<file path="config.mk">
export PLATFORM = sky130hd
export DESIGN_NAME = cfs_cfg_seq
export DESIGN_NICKNAME = d
export VERILOG_FILES = /design/src/rtl/cfs_cfg_seq.sv
export SDC_FILE = /design/constraint.sdc
export NUM_CORES = 1
export LEC_CHECK = 0
export CAP_MARGIN = 20
export CELL_PAD_IN_SITES_DETAIL_PLACEMENT = 1
export CELL_PAD_IN_SITES_GLOBAL_PLACEMENT = 1
export CORE_ASPECT_RATIO = 0.75
export CORE_MARGIN = 8
export CORE_UTILIZATION = 30
export CTS_BUF_LIST = sky130_fd_sc_hd__clkbuf_16
export DETAILED_ROUTE_END_ITERATION = 10
export GPL_TIMING_DRIVEN = 0
export HOLD_SLACK_MARGIN = 0.06
export PLACE_DENSITY = 0.87
export SYNTH_ARGS = -nofsm -noshare
export SYNTH_HDL_FRONTEND = slang
export SYNTH_SLANG_ARGS = --single-unit
</file>
<file path="constraint.sdc">
create_clock -name pclk -period 2.5 [get_ports pclk]
set_clock_uncertainty 0.2 [all_clocks]
set_input_delay 0.375 -clock pclk [delete_from_list [all_inputs] [get_ports pclk]]
set_output_delay 0.375 -clock pclk [all_outputs]
set_load 0.005 [all_outputs]
</file>
<file path="src/rtl/cfs_cfg_seq.sv">
// rtl/cfs_cfg_seq.sv - APB master that configures the Aligner and services its IRQ register
module cfs_cfg_seq #(
  parameter int APB_ADDR_WIDTH  = 16,
  parameter int ALGN_DATA_WIDTH = 32,
  parameter int TIMEOUT         = 16,
  parameter logic [APB_ADDR_WIDTH-1:0] ADDR_CTRL  = 'h0000,
  parameter logic [APB_ADDR_WIDTH-1:0] ADDR_IRQEN = 'h00f0,
  parameter logic [APB_ADDR_WIDTH-1:0] ADDR_IRQ   = 'h00f4,
  localparam int SW = $clog2(ALGN_DATA_WIDTH/8) + 1,
  localparam int OW = ($clog2(ALGN_DATA_WIDTH/8) > 1) ? $clog2(ALGN_DATA_WIDTH/8) : 1
) (
  input  logic                      pclk,
  input  logic                      preset,
  input  logic                      start,
  input  logic [SW-1:0]             cfg_size,
  input  logic [OW-1:0]             cfg_offset,
  input  logic                      cfg_clr,
  input  logic [4:0]                cfg_irqen,
  input  logic                      irq,
  output logic [APB_ADDR_WIDTH-1:0] paddr,
  output logic                      psel,
  output logic                      penable,
  output logic                      pwrite,
  output logic [31:0]               pwdata,
  input  logic                      pready,
  input  logic [31:0]               prdata,
  input  logic                      pslverr,
  output logic                      busy,
  output logic                      done,
  output logic                      err,
  output logic [1:0]                err_code,
  output logic [4:0]                irq_status,
  output logic                      irq_valid
);

  typedef enum logic [2:0] {
    S_IDLE,
    S_SETUP,
    S_ACCESS,
    S_GAP,
    S_DONE
  } state_t;

  // Op indices within the CFG list and the SVC list
  localparam logic [1:0] OP_WR_CTRL  = 2'd0;
  localparam logic [1:0] OP_WR_IRQEN = 2'd1;
  localparam logic [1:0] OP_RD_CTRL  = 2'd2;
  localparam logic [1:0] OP_RD_IRQ   = 2'd0;
  localparam logic [1:0] OP_WR_IRQ   = 2'd1;

  localparam int TW = $clog2(TIMEOUT + 1);

  localparam logic [1:0] EC_NONE    = 2'd0;
  localparam logic [1:0] EC_SLVERR  = 2'd1;
  localparam logic [1:0] EC_TIMEOUT = 2'd2;
  localparam logic [1:0] EC_VERIFY  = 2'd3;

  state_t                    r_state;
  logic                      r_svc;
  logic [1:0]                r_op;
  logic [TW-1:0]             r_tmo;
  logic [SW-1:0]             r_size;
  logic [OW-1:0]             r_offset;
  logic                      r_clr;
  logic [4:0]                r_irqen;
  logic [4:0]                r_irq_rd;

  logic [APB_ADDR_WIDTH-1:0] r_paddr;
  logic                      r_psel;
  logic                      r_penable;
  logic                      r_pwrite;
  logic [31:0]               r_pwdata;
  logic                      r_busy;
  logic                      r_done;
  logic                      r_err;
  logic [1:0]                r_err_code;
  logic [4:0]                r_irq_status;
  logic                      r_irq_valid;

  logic                      w_idle;
  logic                      w_sel_svc;
  logic [1:0]                w_sel_op;
  logic [SW-1:0]             w_size;
  logic [OW-1:0]             w_offset;
  logic                      w_clr;
  logic [4:0]                w_irqen;
  logic [31:0]               w_ctrl_word;
  logic [APB_ADDR_WIDTH-1:0] w_nxt_addr;
  logic                      w_nxt_write;
  logic [31:0]               w_nxt_wdata;
  logic                      w_last;
  logic                      w_rd_mismatch;
  logic                      w_abort;
  logic [1:0]                w_abort_code;
  logic                      w_unused_prdata;

  assign paddr      = r_paddr;
  assign psel       = r_psel;
  assign penable    = r_penable;
  assign pwrite     = r_pwrite;
  assign pwdata     = r_pwdata;
  assign busy       = r_busy;
  assign done       = r_done;
  assign err        = r_err;
  assign err_code   = r_err_code;
  assign irq_status = r_irq_status;
  assign irq_valid  = r_irq_valid;

  // Only a few prdata fields are ever inspected
  assign w_unused_prdata = &{1'b0, prdata};

  // Decode the op about to be launched: op 0 from IDLE (using live cfg inputs), else the next op from GAP
  always_comb begin
    w_idle      = (r_state == S_IDLE);
    w_sel_svc   = w_idle ? !start : r_svc;
    w_sel_op    = w_idle ? 2'd0 : (r_op + 2'd1);
    w_size      = w_idle ? cfg_size   : r_size;
    w_offset    = w_idle ? cfg_offset : r_offset;
    w_clr       = w_idle ? cfg_clr    : r_clr;
    w_irqen     = w_idle ? cfg_irqen  : r_irqen;

    w_ctrl_word           = '0;
    w_ctrl_word[SW-1:0]   = w_size;
    w_ctrl_word[OW+7:8]   = w_offset;
    w_ctrl_word[16]       = w_clr;

    w_nxt_addr  = ADDR_CTRL;
    w_nxt_write = 1'b0;
    w_nxt_wdata = '0;
    if (w_sel_svc) begin
      w_nxt_addr = ADDR_IRQ;
      if (w_sel_op == OP_WR_IRQ) begin
        // Write back exactly the bits that were read as set
        w_nxt_write = 1'b1;
        w_nxt_wdata = {27'b0, r_irq_rd};
      end
    end else begin
      case (w_sel_op)
        OP_WR_CTRL: begin
          w_nxt_addr  = ADDR_CTRL;
          w_nxt_write = 1'b1;
          w_nxt_wdata = w_ctrl_word;
        end
        OP_WR_IRQEN: begin
          w_nxt_addr  = ADDR_IRQEN;
          w_nxt_write = 1'b1;
          w_nxt_wdata = {27'b0, w_irqen};
        end
        default: begin
          w_nxt_addr  = ADDR_CTRL;
          w_nxt_write = 1'b0;
        end
      endcase
    end

    w_last = r_svc ? (r_op == OP_WR_IRQ) : (r_op == OP_RD_CTRL);
    w_rd_mismatch = (prdata[OW+7:8] != r_offset) || (prdata[SW-1:0] != r_size);
  end

  // Abort decision for the current ACCESS cycle; pslverr outranks the readback check
  always_comb begin
    w_abort      = 1'b0;
    w_abort_code = EC_NONE;
    if (r_state == S_ACCESS) begin
      if (pready) begin
        if (pslverr) begin
          w_abort      = 1'b1;
          w_abort_code = EC_SLVERR;
        end else if (!r_svc && (r_op == OP_RD_CTRL) && w_rd_mismatch) begin
          w_abort      = 1'b1;
          w_abort_code = EC_VERIFY;
        end
      end else if (r_tmo == TW'(TIMEOUT)) begin
        w_abort      = 1'b1;
        w_abort_code = EC_TIMEOUT;
      end
    end
  end

  // Sequencer FSM with all APB and status outputs registered
  always_ff @(posedge pclk) begin
    if (preset) begin
      r_state      <= S_IDLE;
      r_svc        <= 1'b0;
      r_op         <= 2'd0;
      r_tmo        <= '0;
      r_size       <= '0;
      r_offset     <= '0;
      r_clr        <= 1'b0;
      r_irqen      <= '0;
      r_irq_rd     <= '0;
      r_paddr      <= '0;
      r_psel       <= 1'b0;
      r_penable    <= 1'b0;
      r_pwrite     <= 1'b0;
      r_pwdata     <= '0;
      r_busy       <= 1'b0;
      r_done       <= 1'b0;
      r_err        <= 1'b0;
      r_err_code   <= EC_NONE;
      r_irq_status <= '0;
      r_irq_valid  <= 1'b0;
    end else begin
      r_done      <= 1'b0;
      r_err       <= 1'b0;
      r_irq_valid <= 1'b0;
      case (r_state)
        S_IDLE: begin
          if (start || irq) begin
            r_svc     <= !start;
            r_op      <= 2'd0;
            r_busy    <= 1'b1;
            r_psel    <= 1'b1;
            r_penable <= 1'b0;
            r_paddr   <= w_nxt_addr;
            r_pwrite  <= w_nxt_write;
            r_pwdata  <= w_nxt_wdata;
            r_state   <= S_SETUP;
            if (start) begin
              r_size     <= cfg_size;
              r_offset   <= cfg_offset;
              r_clr      <= cfg_clr;
              r_irqen    <= cfg_irqen;
              r_err_code <= EC_NONE;
            end
          end
        end
        S_SETUP: begin
          r_penable <= 1'b1;
          r_tmo     <= TW'(1);
          r_state   <= S_ACCESS;
        end
        S_ACCESS: begin
          if (w_abort) begin
            r_psel     <= 1'b0;
            r_penable  <= 1'b0;
            r_err      <= 1'b1;
            r_err_code <= w_abort_code;
            r_busy     <= 1'b0;
            r_state    <= S_IDLE;
          end else if (pready) begin
            if (r_svc && (r_op == OP_RD_IRQ)) begin
              r_irq_rd <= prdata[4:0];
            end
            r_psel    <= 1'b0;
            r_penable <= 1'b0;
            r_state   <= S_GAP;
          end else begin
            r_tmo <= r_tmo + TW'(1);
          end
        end
        S_GAP: begin
          if (w_last) begin
            r_state <= S_DONE;
            if (r_svc) begin
              r_irq_status <= r_irq_rd;
              r_irq_valid  <= 1'b1;
            end else begin
              r_done <= 1'b1;
            end
          end else begin
            r_op      <= r_op + 2'd1;
            r_psel    <= 1'b1;
            r_penable <= 1'b0;
            r_paddr   <= w_nxt_addr;
            r_pwrite  <= w_nxt_write;
            r_pwdata  <= w_nxt_wdata;
            r_state   <= S_SETUP;
          end
        end
        S_DONE: begin
          r_busy  <= 1'b0;
          r_state <= S_IDLE;
        end
        default: begin
          r_state <= S_IDLE;
        end
      endcase
    end
  end

endmodule

</file>
==> out/metrics.yaml <==
status: "finished clean"
drive_above_1_share: 0.157
fin_hold_ws_ns: 0.258
synthToLayoutAreaGrowth_pct: 34.8
design_area_um2: 3600
worstMarginPinSlew_ns: 0.699
dp_slack_ns: -0.147
synth_area_leaders: "dfxtp_1 38%, buf_4 11%, nand2_1 6.2%"
post_synth_num_cell_types: 50
ant_nets: 0
track_usage: 0.138
dr.pass1.iters: 4
cts_root_buffer: "clkbuf_16"
ir_drop_mv: 0.310
max_freq_ghz: 0.420
instances_no_fill: 523
setup_viol: 0
grt_overflow: 0
diodes: 0
clock_sinks: 51
cts_tree: "done"
synth_seq_cells: 51
worstPathRequired_ns: 2.52
portBuffers: 50
vias: 2464
slew_headroom: 0.531
cp.arrival_ns: 2.40
wire_per_inst_um: 16.3
async_flop_share: 0
post-synth-top-area-cell: "dfxtp_1"
rsz0062_at_grt: "false"
num_io_pins: 111
numCtsBuffers: 5
cts_setup_buffers: 0
placementRows: 29
drv_slew: 0
period_share: 0.952
fill_cells: 1067
placed_cell_area_um2: 3440
gr-usage-met3: 0.0478
drv_cap: 0
grt.busiest_layer: "met2"
final_cell_mix: "50 x dfxtp_1, 50 x clkdlybuf4s50_1, 44 x nand2_1"
total_power_mw: 2.38
grtUsageMet2: 0.245
netlist_area_um2: 2670
worstHoldPathType: "reg -> reg"
clkTransAtPathRegs_ns: 0.07
core_um2: 8560
fp.dieW_um: 125
layout_setup_ws_ns: 0.120
powerDensity_nw_per_um2: 662
fin_crit_ns: 2.38
cp-start-kind: "flip-flop"
drt-initial-drc-count: 134
synth_top_area_share: 0.382
syn-instance-count: 324
wirelength_um: 8540
use_met1: 0.153
grt_pass1_vias: 2792
grt_antenna_before_repair: 0
drcViolationCount: 0
p_leak_nw: 1.42
path_class: "reg -> reg"
ctsHoldBuffers: 0
vias_per_cell: 4.71
clk-insertion-delay-late_ns: 0.29
endpoint_kind: "flip-flop"
synth.avg_cell_area_um2: 8.25
globalplace.congestion: 0.804
clk_path_buf_depth: 2
hpwl_um: 6770
dieArea_um2: 12200
final_util: 0.421
yosys_warnings: 0
critPathMaxFanout: 10
finalSetupTns_ns: 0
start_util: 0.312
placed_cells: 516
nets: 468
cts_max_level: 2
grt_first_pass_wirelength_um: 13900
final_hold_viol_count: 0
synth_edf_count: 0
grt_max_degree: 16
ys.flop_type: "dfxtp_1"
seq_area_frac_synth: 0.382
die-height_um: 97.7
==> cells by family after synthesis <==
family | after synthesis | share of synthesized area
xor gates and xnor gates | 9 | 0.0295
buffers and inverters | 63 | 0.145
AOI/OAI and AO/OA | 59 | 0.139
DFF | 51 | 0.382
muxes | 16 | 0.0655
other | 1 | 0.00140
adders and majority gates | 5 | 0.0234
and+or+nand+nor | 120 | 0.214
==> flip-flops by register name, summed over array words and instances (netlist names), 2 cells and up <==
signal / flops
r_size: 3
r_state: 3
r_tmo: 5
r_irqen: 5
r_op: 2
paddr: 2
irq_status: 5
r_irq_rd: 5
r_offset: 2
pwdata: 8
err_code: 2
==> routing by layer <==
metal / vias up / routed length (µm) / part of all wire
li1: 1207 / - / -
met1: 1182 / 3580 / 0.42
met2: 68 / 4160 / 0.49
met3: 7 / 708 / 0.083
met4: 0 / 89 / 0.010
met5: - / 0 / 0
==> cell type report <==
type	instances	area, µm²	area share
Clock buffer	5	125	0.0347
Tap cell	108	135	0.0375
Timing Repair Buffer	50	500	0.139
Clock inverter	3	38.8	0.0108
Multi-Input combinational cell	244	1390	0.387
Buffer	53	353	0.0980
Sequential cell	51	1020	0.284
Inverter	9	33.8	0.00938
==> Yosys cell counts, types with 4 or more instances <==
library cell  instances
o21ai_0               8
a22oi_1               6
ha_1                  5
a21oi_1              27
mux2i_1              13
buf_4                38
dfxtp_1              51
nand2_1              44
clkbuf_1              9
and2_1                4
xnor2_1               6
inv_1                 9
nor2_1               29
nand3_1               7
buf_2                 7
nor3_1               13
==> critical path, stage by stage, from the launching register on <==
cell	delay [ns]
dfxtp_2	0.39
buf_4	0.20
inv_1	0.09
ha_2	0.36
or3_4	0.41
a211oi_4	0.39
a22oi_1	0.12
a21oi_1	0.17
==> where the power goes <==
part / total, mW / switching (mW) / internal, mW
combinational: 0.678 / 0.369 / 0.309
sequential: 0.937 / 0.0566 / 0.881
clock: 0.770 / 0.302 / 0.467
==> worst paths after layout <==
| path | to | slack, ns | from | cells past startpoint |
|---|---|---|---|---|
| max | pwdata[1] | 0.12 | r_op[0] | 7 |
| min | r_irqen[2] | 0.26 | r_irqen[2] | 2 |
| max reg2reg | pwdata[1] | 0.12 | r_op[0] | 7 |
| min reg2reg | r_irqen[2] | 0.26 | r_irqen[2] | 2 |
==> what timing repair did <==
action | CTS | global route
pin swaps | 1 | 1
gates resized for setup | 2 | 1
cloned | 0 | 0
setup endpoints to repair | 8 | 2
Note: power is estimated with default switching activity, not from simulation.
